<file path="config.mk">
export PLATFORM = sky130hd
export DESIGN_NAME = perm_window_detector_flat
export DESIGN_NICKNAME = d
export VERILOG_FILES = /design/src/rtl/perm_det_pkg.sv /design/src/rtl/perm_window_detector_if.sv /design/src/rtl/perm_distinct_chk.sv /design/src/rtl/perm_window_detector.sv /design/src/flat_wrapper.sv
export SDC_FILE = /design/constraint.sdc
export NUM_CORES = 1
export LEC_CHECK = 0
export BUFFER_PORTS_ARGS = -buffer_cell sky130_fd_sc_hd__buf_2
export CAP_MARGIN = 0
export CORE_UTILIZATION = 58
export DETAILED_ROUTE_END_ITERATION = 10
export GPL_TIMING_DRIVEN = 0
export PLACE_DENSITY = 0.82
export SKIP_CTS_REPAIR_TIMING = 1
export SLEW_MARGIN = 20
export SYNTH_ARGS = -nofsm -noshare
export SYNTH_HDL_FRONTEND = slang
export SYNTH_SLANG_ARGS = --single-unit
export TNS_END_PERCENT = 20
</file>
<file path="constraint.sdc">
create_clock -name clk -period 2.4 [get_ports clk]
set_input_delay 0.36 -clock clk [delete_from_list [all_inputs] [get_ports clk]]
set_output_delay 0.36 -clock clk [all_outputs]
set_load 0.05 [all_outputs]
</file>
<file path="src/rtl/perm_det_pkg.sv">
// Shared definitions for the permutation window detector.
//   - colour codes of the ball sorter (green, blue, red)
//   - default parameter values
//   - controller state enumeration
package perm_det_pkg;

  localparam int unsigned GC = 0;
  localparam int unsigned BC = 1;
  localparam int unsigned RC = 2;

  localparam int unsigned SYM_W_DEF   = 2;
  localparam int unsigned NUM_SYM_DEF = 3;
  localparam int unsigned OVERLAP_DEF = 1;
  localparam int unsigned CNT_W_DEF   = 8;

  // EMPTY: nothing held, FILL: partial window, ARMED: NUM_SYM-1 symbols held
  typedef enum logic [1:0] {
    EMPTY = 2'd0,
    FILL  = 2'd1,
    ARMED = 2'd2
  } det_state_e;

endpackage

</file>
<file path="src/rtl/perm_window_detector_if.sv">
// Symbol stream and result bundle of the permutation window detector.
//   master: drives clr, in_valid, in_sym; observes det, det_q, match_cnt, err
//   slave : the detector
interface perm_window_detector_if
  import perm_det_pkg::*;
#(
  parameter int unsigned SYM_W = SYM_W_DEF,
  parameter int unsigned CNT_W = CNT_W_DEF
);

  logic             clr;
  logic             in_valid;
  logic [SYM_W-1:0] in_sym;
  logic             det;
  logic             det_q;
  logic [CNT_W-1:0] match_cnt;
  logic             err;

  modport master (
    output clr, in_valid, in_sym,
    input  det, det_q, match_cnt, err
  );

  modport slave (
    input  clr, in_valid, in_sym,
    output det, det_q, match_cnt, err
  );

endinterface

</file>
<file path="src/rtl/perm_distinct_chk.sv">
// Combinational check that NUM_SYM symbols are all pairwise distinct.
//   syms     : NUM_SYM packed symbols of SYM_W bits
//   distinct : 1 when no two symbols are equal
module perm_distinct_chk #(
  parameter int unsigned SYM_W   = 2,
  parameter int unsigned NUM_SYM = 3
) (
  input  logic [NUM_SYM-1:0][SYM_W-1:0] syms,
  output logic                          distinct
);

  always_comb begin
    distinct = 1'b1;
    for (int i = 0; i < int'(NUM_SYM); i++) begin
      for (int j = i + 1; j < int'(NUM_SYM); j++) begin
        if (syms[i] == syms[j]) distinct = 1'b0;
      end
    end
  end

endmodule

</file>
<file path="src/rtl/perm_window_detector.sv">
// Mealy detector: flags when the last NUM_SYM accepted symbols are a
// permutation of all NUM_SYM codes.
//   clk, rst (sync, active-low)
//   bus.clr       : clear window, counter and error flag
//   bus.in_valid  : in_sym accepted this cycle
//   bus.in_sym    : symbol code, codes >= NUM_SYM are invalid
//   bus.det       : combinational match
//   bus.det_q     : det delayed one cycle
//   bus.match_cnt : saturating match count
//   bus.err       : sticky invalid-code flag
module perm_window_detector
  import perm_det_pkg::*;
#(
  parameter int unsigned SYM_W   = SYM_W_DEF,
  parameter int unsigned NUM_SYM = NUM_SYM_DEF,
  parameter int unsigned OVERLAP = OVERLAP_DEF,
  parameter int unsigned CNT_W   = CNT_W_DEF
) (
  input  logic                   clk,
  input  logic                   rst,
  perm_window_detector_if.slave  bus
);

  localparam int unsigned HIST_N  = NUM_SYM - 1;
  localparam int unsigned DEPTH_W = $clog2(NUM_SYM);
  localparam logic [CNT_W-1:0] CNT_MAX = '1;

  det_state_e                    state, state_nxt;
  logic [DEPTH_W-1:0]            depth, depth_nxt;
  logic [HIST_N-1:0][SYM_W-1:0]  hist, hist_nxt;
  logic [CNT_W-1:0]              cnt, cnt_nxt;
  logic                          err_r, err_nxt;
  logic                          det_q_r;
  logic                          sym_ok;
  logic                          distinct;
  logic                          det_c;
  logic [NUM_SYM-1:0][SYM_W-1:0] window;

  // Extra bit keeps the compare legal when NUM_SYM == 2**SYM_W
  assign sym_ok = {1'b0, bus.in_sym} < (SYM_W+1)'(NUM_SYM);

  // Newest symbol at index 0, followed by the history
  assign window = {hist, bus.in_sym};

  perm_distinct_chk #(
    .SYM_W   (SYM_W),
    .NUM_SYM (NUM_SYM)
  ) u_distinct (
    .syms     (window),
    .distinct (distinct)
  );

  assign det_c = rst && !bus.clr && bus.in_valid && sym_ok &&
                 (state == ARMED) && distinct;

  // Next-state and datapath update; priority clr > invalid > shift
  always_comb begin
    state_nxt = state;
    depth_nxt = depth;
    hist_nxt  = hist;
    cnt_nxt   = cnt;
    err_nxt   = err_r;
    if (bus.clr) begin
      state_nxt = EMPTY;
      depth_nxt = '0;
      cnt_nxt   = '0;
      err_nxt   = 1'b0;
    end else if (bus.in_valid) begin
      if (!sym_ok) begin
        state_nxt = EMPTY;
        depth_nxt = '0;
        err_nxt   = 1'b1;
      end else begin
        for (int i = int'(HIST_N) - 1; i > 0; i--) hist_nxt[i] = hist[i-1];
        hist_nxt[0] = bus.in_sym;
        if (det_c && (OVERLAP == 0)) begin
          state_nxt = EMPTY;
          depth_nxt = '0;
        end else if (state != ARMED) begin
          depth_nxt = depth + DEPTH_W'(1);
          state_nxt = (depth_nxt == DEPTH_W'(HIST_N)) ? ARMED : FILL;
        end
      end
      if (det_c && (cnt != CNT_MAX)) cnt_nxt = cnt + CNT_W'(1);
    end
  end

  // Controller state register
  always_ff @(posedge clk) begin
    if (!rst) state <= EMPTY;
    else      state <= state_nxt;
  end

  // Window, counter and flag registers
  always_ff @(posedge clk) begin
    if (!rst) begin
      depth   <= '0;
      hist    <= '0;
      cnt     <= '0;
      err_r   <= 1'b0;
      det_q_r <= 1'b0;
    end else begin
      depth   <= depth_nxt;
      hist    <= hist_nxt;
      cnt     <= cnt_nxt;
      err_r   <= err_nxt;
      det_q_r <= det_c;
    end
  end

  assign bus.det       = det_c;
  assign bus.det_q     = det_q_r;
  assign bus.match_cnt = cnt;
  assign bus.err       = err_r;

endmodule

</file>
<file path="src/flat_wrapper.sv">
// flat-port wrapper written by rule: the top's interface ports become plain ports
module perm_window_detector_flat import perm_det_pkg::*;
#(
  parameter int unsigned SYM_W   = SYM_W_DEF,
  parameter int unsigned NUM_SYM = NUM_SYM_DEF,
  parameter int unsigned OVERLAP = OVERLAP_DEF,
  parameter int unsigned CNT_W   = CNT_W_DEF
)
  (clk, rst, bus_clr, bus_in_valid, bus_in_sym, bus_det, bus_det_q, bus_match_cnt, bus_err);
  perm_window_detector_if #(.SYM_W(SYM_W), .CNT_W(CNT_W)) bus_i ();
  input  logic clk;
  input  logic rst;
  input wire logic [$bits(bus_i.clr)-1:0] bus_clr;
  input wire logic [$bits(bus_i.in_valid)-1:0] bus_in_valid;
  input wire logic [$bits(bus_i.in_sym)-1:0] bus_in_sym;
  output wire logic [$bits(bus_i.det)-1:0] bus_det;
  output wire logic [$bits(bus_i.det_q)-1:0] bus_det_q;
  output wire logic [$bits(bus_i.match_cnt)-1:0] bus_match_cnt;
  output wire logic [$bits(bus_i.err)-1:0] bus_err;
  assign bus_i.clr = bus_clr;
  assign bus_i.in_valid = bus_in_valid;
  assign bus_i.in_sym = bus_in_sym;
  assign bus_det = bus_i.det;
  assign bus_det_q = bus_i.det_q;
  assign bus_match_cnt = bus_i.match_cnt;
  assign bus_err = bus_i.err;
  perm_window_detector #(.SYM_W(SYM_W), .NUM_SYM(NUM_SYM), .OVERLAP(OVERLAP), .CNT_W(CNT_W)) u_core (.clk(clk), .rst(rst), .bus(bus_i));
endmodule
</file>
==> impl_metrics.toml, run 1 <==
[status]
status = "complete, no violations"

[setup_path]
r2r_cells = 5
required_ns = 2.04
timing.rr.end = "u_core.bus.match_cnt[4]"
arrival_ns = 1.69
cp_max_fo = 4
regToRegSetupSlack_ns = 0.67
cp-end-kind = "output port"
reg2reg_from = "u_core.hist[1]"
path_class = "reg2out"
worstSetupStartpointType = "register"

[power_and_ir_drop]
power_density_nw_per_um2 = 513
p_leak_nw = 0.500
peakVddDrop_mv = 0.361

[sta]
worst_slack_ns = 0.347
hold_viol = 0
layout_min_cycle_time_ns = 2.05
relSlewSlack = 0.683
rsz0062_at_grt = "false"
fin_skew_ns = 0.00629
setup_viol = 0
tightest_slew_ns = 0.474
min_period_over_period = 0.855
fmax_mhz = 487
tns_ns = 0
report.final.slew_viol_count = 0

[grt]
grt_pass1_wl_mm = 3.20
grt_pass1_vias = 743
track_usage = 0.226
grt_antenna_before_repair = 0
grt_max_degree = 11
grt-ovfl-total = 0

[floorplanning]
fp-row-count = 14
io_pins = 17
die_x_um = 43.3
start_util = 0.641
core_area_um2 = 1540
die_area_um2 = 1870
die_y_um = 43.3

[cts]
h-tree-depth = 1
ctsRootBufferMaster = "clkbuf_4"
clk-insertion-delay-late_ns = 0.31
clkSinkCount = 18
path_clk_slew_ns = 0.11
cts_tree = "done"
numCtsBuffers = 3
clockBufferDepth = 2

[synth]
ys_seq_elements = 18
netlist_area_um2 = 988
postSynthAreaPerCell_um2 = 9.50
synth_top_cells_by_count = "dfxtp_1 (18), nor2_1 (14), nand2_1 (7)"
synth_top_area_share = 0.365
ys.flop_type = "dfxtp_1"
synthTopCellsByArea = "dfxtp_1 (36%), nor2_1 (5.3%), xor2_1 (5.3%)"
syn_inst = 104
yosysMostFrequentCell = "dfxtp_1"
synth_cell_type_count = 35
synthesis.nets = 112
async_flop_share = 0
ys_seq_area_frac = 0.365
synth_top_area_cell = "dfxtp_1"
synth-edff-count = 0
yosysWarnings = 0

[drt]
drc = 0
dr.first_iter.drc_count = 12
via_per_inst = 5.82
wl_per_cell_um = 13.3
dr.pass1.iters = 4
wirelength_mm = 1.83
detail-route-antenna-nets = 0
dr_total_vias = 798

[layout]
drive_gt1_frac = 0.264
fill_cells = 133
area.growth.synth_to_final_pct = 12.3
final_nets = 130
diodes = 0

[hold_path]
hp-start = "bus_in_valid"
holdPathStages = 3
min-delay-path-class = "in2reg"
holdPathEnd = "u_core.bus.err"

[place]
gp_congestion = 0.748
dp_hpwl_mm = 1.36
port_buffers = 13
dpl_worst_slack_ns = 0.481

[flow_run]
cap_violations = 0
worst max-delay path, stage by stage, from the launching register on:
cell	delay (ns)
dfxtp_1	0.44
xor2_1	0.20
o22ai_2	0.17
nor3_1	0.25
buf_2	0.32
cell type report:
type | count | area [um^2] | share of cell area
multi-input cells | 78 | 576 | 0.519
flip-flops and latches | 18 | 360 | 0.325
repair buffers | 13 | 65.1 | 0.0586
plain buffers | 4 | 37.5 | 0.0338
clock buffers | 4 | 36.3 | 0.0327
well taps | 16 | 20.0 | 0.0180
inverters | 4 | 15.0 | 0.0135
through the flow:
stage               std cells  instance area (um^2)   util  hold WS [ns]  power [mW]
floorplan                 104                   988      -         0.460       0.365
global placement          133                  1070  0.696         0.448       0.376
detailed placement        133                  1070  0.696         0.457       0.378
CTS                       137                  1110  0.720         0.366       0.569
global route              137                  1110  0.720         0.356       0.589
finish                    137                  1110  0.720         0.354       0.570
metal layers:
metal	track usage	vias up	wire [um]
li1	-	406	-
met4	0.0909	0	17
met1	0.292	375	871
met2	0.379	15	887
met5	0	-	0
met3	0.0255	2	51
registers in the layout, summed over array words and instances (netlist names):
signal and cells:
u_core.bus.err 1, u_core.bus.match_cnt 8, u_core.bus.det_q 1, u_core.hist 4, u_core.state 2, u_core.depth 2
power by group:
group / switching, mW / leakage, nW / internal, mW
clock network: 0.106 / 0.0210 / 0.0927
logic: 0.0365 / 0.334 / 0.0271
registers: 0.00475 / 0.146 / 0.303
total: 0.147 / 0.500 / 0.423
cell families after synthesis:
group / after synthesis / share of synthesized area
XOR/XNOR: 8 / 0.0709
AND/OR/NAND/NOR: 43 / 0.270
adder cells (fa/ha/maj): 2 / 0.0253
buffers and inverters: 8 / 0.0532
multiplexers: 5 / 0.0506
flip-flops: 18 / 0.365
AO/OA/AOI/OAI: 20 / 0.166
cell usage in the layout (no fill, tap or decap):
cell      synthesis  routed
and2b_4           1       1
nor3_1            3       3
and4_1            1       1
a21o_2            1       1
buf_6             2       2
buf_2             0      13
mux2i_1           5       5
clkbuf_4          0       3
o22ai_2           1       1
clkbuf_8          0       1
a41o_1            3       3
ha_1              2       2
or2b_1            1       1
o21a_1            1       1
and2_2            2       2
buf_4             2       2
o221a_2           2       2
xnor2_1           2       2
nand2_1           7       7
a21boi_0          1       1
xor2_1            6       6
a31oi_1           2       2
a32oi_1           1       1
inv_1             4       4
nor2b_1           3       3
nand2b_1          2       2
dfxtp_1          18      18
nand4_1           1       1
and3_1            2       2
a211oi_1          1       1
nor2_1           14      14
nand4_4           1       1
a21oi_4           1       1
and2b_1           1       1
a21oi_1           3       3
nor4_4            2       2
nand3_1           2       2
o21ai_0           3       3
worst max-delay path by stage:
stage | from | to | slack (ns)
6_report | u_core.hist[1] | bus_det | 0.35
3_3_place_gp | bus_clr | u_core.bus.match_cnt[4] | 0.54
3_5_place_dp | bus_clr | u_core.bus.match_cnt[4] | 0.48
2_1_floorplan | bus_in_sym[0] | bus_det | 0.06
4_1_cts | u_core.hist[1] | bus_det | 0.36
5_1_grt | u_core.hist[1] | bus_det | 0.22
No activity file was read; power rests on OpenSTA's default activity.
==> run 2, diff against run 1 <==
--- a/config.mk
+++ b/config.mk
@@ -5,12 +5,14 @@
 export SDC_FILE = /design/constraint.sdc
 export NUM_CORES = 1
 export LEC_CHECK = 0
+export ABC_AREA = 1
 export BUFFER_PORTS_ARGS = -buffer_cell sky130_fd_sc_hd__buf_2
 export CAP_MARGIN = 0
-export CORE_UTILIZATION = 58
+export CORE_UTILIZATION = 59
 export DETAILED_ROUTE_END_ITERATION = 10
 export GPL_TIMING_DRIVEN = 0
-export PLACE_DENSITY = 0.82
+export MAX_ROUTING_LAYER = met4
+export PLACE_DENSITY_LB_ADDON = 0.2
 export SKIP_CTS_REPAIR_TIMING = 1
 export SLEW_MARGIN = 20
 export SYNTH_ARGS = -nofsm -noshare
==> impl_metrics.toml, run 2 <==
[place]
dp_hpwl_mm = 1.60
port_buffers = 16
dp_cells = 198
gp_congestion = 0.819

[layout]
largest_register_ff_count = 8
drive_gt1_frac = 0.243
seq_area_um2 = 360
fill_cells = 147
area.growth.synth_to_final_pct = 13.8
final_nets = 186
diodes = 0
layout.cells.non_filler = 202
final_cell_mix = "nand2_1 (43), inv_1 (18), dfxtp_1 (18)"
mostFrequentLayoutCell = "nand2_1"
multi_input_area_um2 = 611

[cts]
path_clk_slew_ns = 0.10
ctsRootBufferMaster = "clkbuf_4"
numCtsBuffers = 3
cts_tree = "done"
clk-insertion-delay-late_ns = 0.30
clockBufferDepth = 2
clkSinkCount = 18
h-tree-depth = 1

[setup_path]
reg2reg_from = "u_core.bus.match_cnt[0]"
worstSetupStartpoint = "u_core.hist[3]"
required_ns = 2.04
timing.rr.end = "u_core.bus.match_cnt[5]"
path_delay_family = "simple AND/OR/NAND/NOR gates"
cp_max_fo = 9
worstSetupStartpointType = "register"
cp-end-kind = "output port"
path_class = "reg2out"
slowest_stage = "dfxtp_1"
slowest_delay_ns = 0.42
r2r_cells = 6
regToRegSetupSlack_ns = 0.81
crit_top_cell = "nand2_1"
crit_buf_inv = 2
arrival_ns = 1.54
crit_chain = "inv_2 -> nand2_1 -> nand2_1 -> nand2_2 -> nand2_4 -> nor2_8 -> buf_2"

[grt]
track_usage = 0.239
grt_pass1_wl_mm = 3.35
grt-ovfl-total = 0
grt_antenna_before_repair = 0
grt_pass1_vias = 840
grt_max_degree = 11

[synth]
synth_top_area_cell = "dfxtp_1"
ys_seq_area_frac = 0.337
yosysMostFrequentCell = "nand2_1"
synthesis.nets = 165
netlist_area_um2 = 1070
synth-edff-count = 0
synth_cell_type_count = 23
synth_top_cells_by_count = "nand2_1 (43), dfxtp_1 (18), inv_1 (18)"
yosysWarnings = 0
ys.flop_type = "dfxtp_1"
syn_inst = 157
synthTopCellsByArea = "dfxtp_1 (34%), nand2_1 (15%), inv_1 (6.3%)"
postSynthAreaPerCell_um2 = 6.81
synth_top_area_share = 0.337
ys_seq_elements = 18
async_flop_share = 0

[drt]
dr_total_vias = 1014
wirelength_met1_um = 968
drc = 0
detail-route-antenna-nets = 0
dr_wl_met3_um = 62
dr.max_layer_used = "met4"
dr.pass1.iters = 4
dr_wl_met2_um = 986
via_per_inst = 5.02
dr.first_iter.drc_count = 19
wirelength_mm = 2.06
wl_per_cell_um = 10.2

[hold_path]
holdPathStages = 3
holdPathEnd = "u_core.state[1]"
hp-start = "bus_in_valid"
min-delay-path-class = "in2reg"

[power_and_ir_drop]
clkPwrFrac = 0.323
switchingPower_mw = 0.156
combPwrFrac = 0.138
power_density_nw_per_um2 = 477
p_leak_nw = 0.591
seqPwrFrac = 0.539
internal_power_mw = 0.425
peakVddDrop_mv = 0.359
p_sw_frac = 0.268

[sta]
fin_skew_ns = 0.00410
fmax_mhz = 527
relSlewSlack = 0.759
min_period_over_period = 0.790
rsz0062_at_grt = "false"
setup_viol = 0
tightest_slew_ns = 0.361
tns_ns = 0
hold_viol = 0
report.final.slew_viol_count = 0
layout_min_cycle_time_ns = 1.90
fin_hold_ws_ns = 0.326

[status]
status = "complete, no violations"

[floorplanning]
die_x_um = 44.6
io_pins = 17
fp-row-count = 15
die_area_um2 = 1990
start_util = 0.626
die_y_um = 44.6
core_area_um2 = 1710

[flow_run]
cap_violations = 0
## run 2: changes by cell type after synthesis, sizes merged, moves of 5 or more
cell and change:
a21oi +8, nand2 +42, nor2 +6, nand3 +11, inv +22, mux2i -5
## run 2: worst max path at each step
stage | to | slack (ns) | cells past startpoint
floorplan | u_core.bus.match_cnt[0] | 0.64 | 6
global placement | bus_det | 0.68 | 7
detailed placement | bus_det | 0.69 | 7
CTS | bus_det | 0.51 | 7
global route | bus_det | 0.40 | 7
finish | bus_det | 0.50 | 7
## run 2: cell type report
class | instances | area share
multi-input combinational | 113 | 0.502
timing repair buffer | 16 | 0.0658
inverter | 26 | 0.0802
clock buffer | 4 | 0.0298
tap | 25 | 0.0257
sequential | 18 | 0.296
## run 2: cell families (layout without fill, tap and decap cells)
logic type,after synthesis,count (layout),share of synthesized area
and+or+nand+nor,85,85,0.400
buffers and inverters,26,46,0.0913
AOI/OAI and AO/OA,22,22,0.115
DFF,18,18,0.337
xor gates and xnor gates,4,4,0.0328
adders and majority gates,2,2,0.0234
## run 2: through the flow
step | setup WS, ns | power, mW | util | area, um^2
floorplan | 0.641 | 0.380 | - | 1070
finish | 0.504 | 0.580 | 0.712 | 1220
global placement | 0.681 | 0.397 | 0.691 | 1180
detailed placement | 0.686 | 0.399 | 0.691 | 1180
CTS | 0.509 | 0.584 | 0.712 | 1220
global route | 0.397 | 0.606 | 0.712 | 1220
## run 2: worst reg2reg max path, stage by stage, from the launching register on
cell,delay [ns]
dfxtp_1,0.44
ha_1,0.21
nand2_1,0.09
nor3_2,0.22
nand3_1,0.26
nand3_1,0.17
a21oi_1,0.08
## run 2: routing by layer
metal | global-route usage | vias to the layer above
met5 | - | -
met4 | 0.109 | 0
met3 | 0.0245 | 5
met2 | 0.406 | 19
li1 | - | 537
met1 | 0.281 | 453
## run 2: power groups by stage
stage	combinational [mW]	clock, mW	sequential, mW
2_1_floorplan	0.0601	0	0.320
3_3_place_gp	0.0780	0	0.319
3_5_place_dp	0.0799	0	0.320
4_1_cts	0.0803	0.191	0.313
5_1_grt	0.0907	0.202	0.314
6_report	0.0802	0.187	0.313
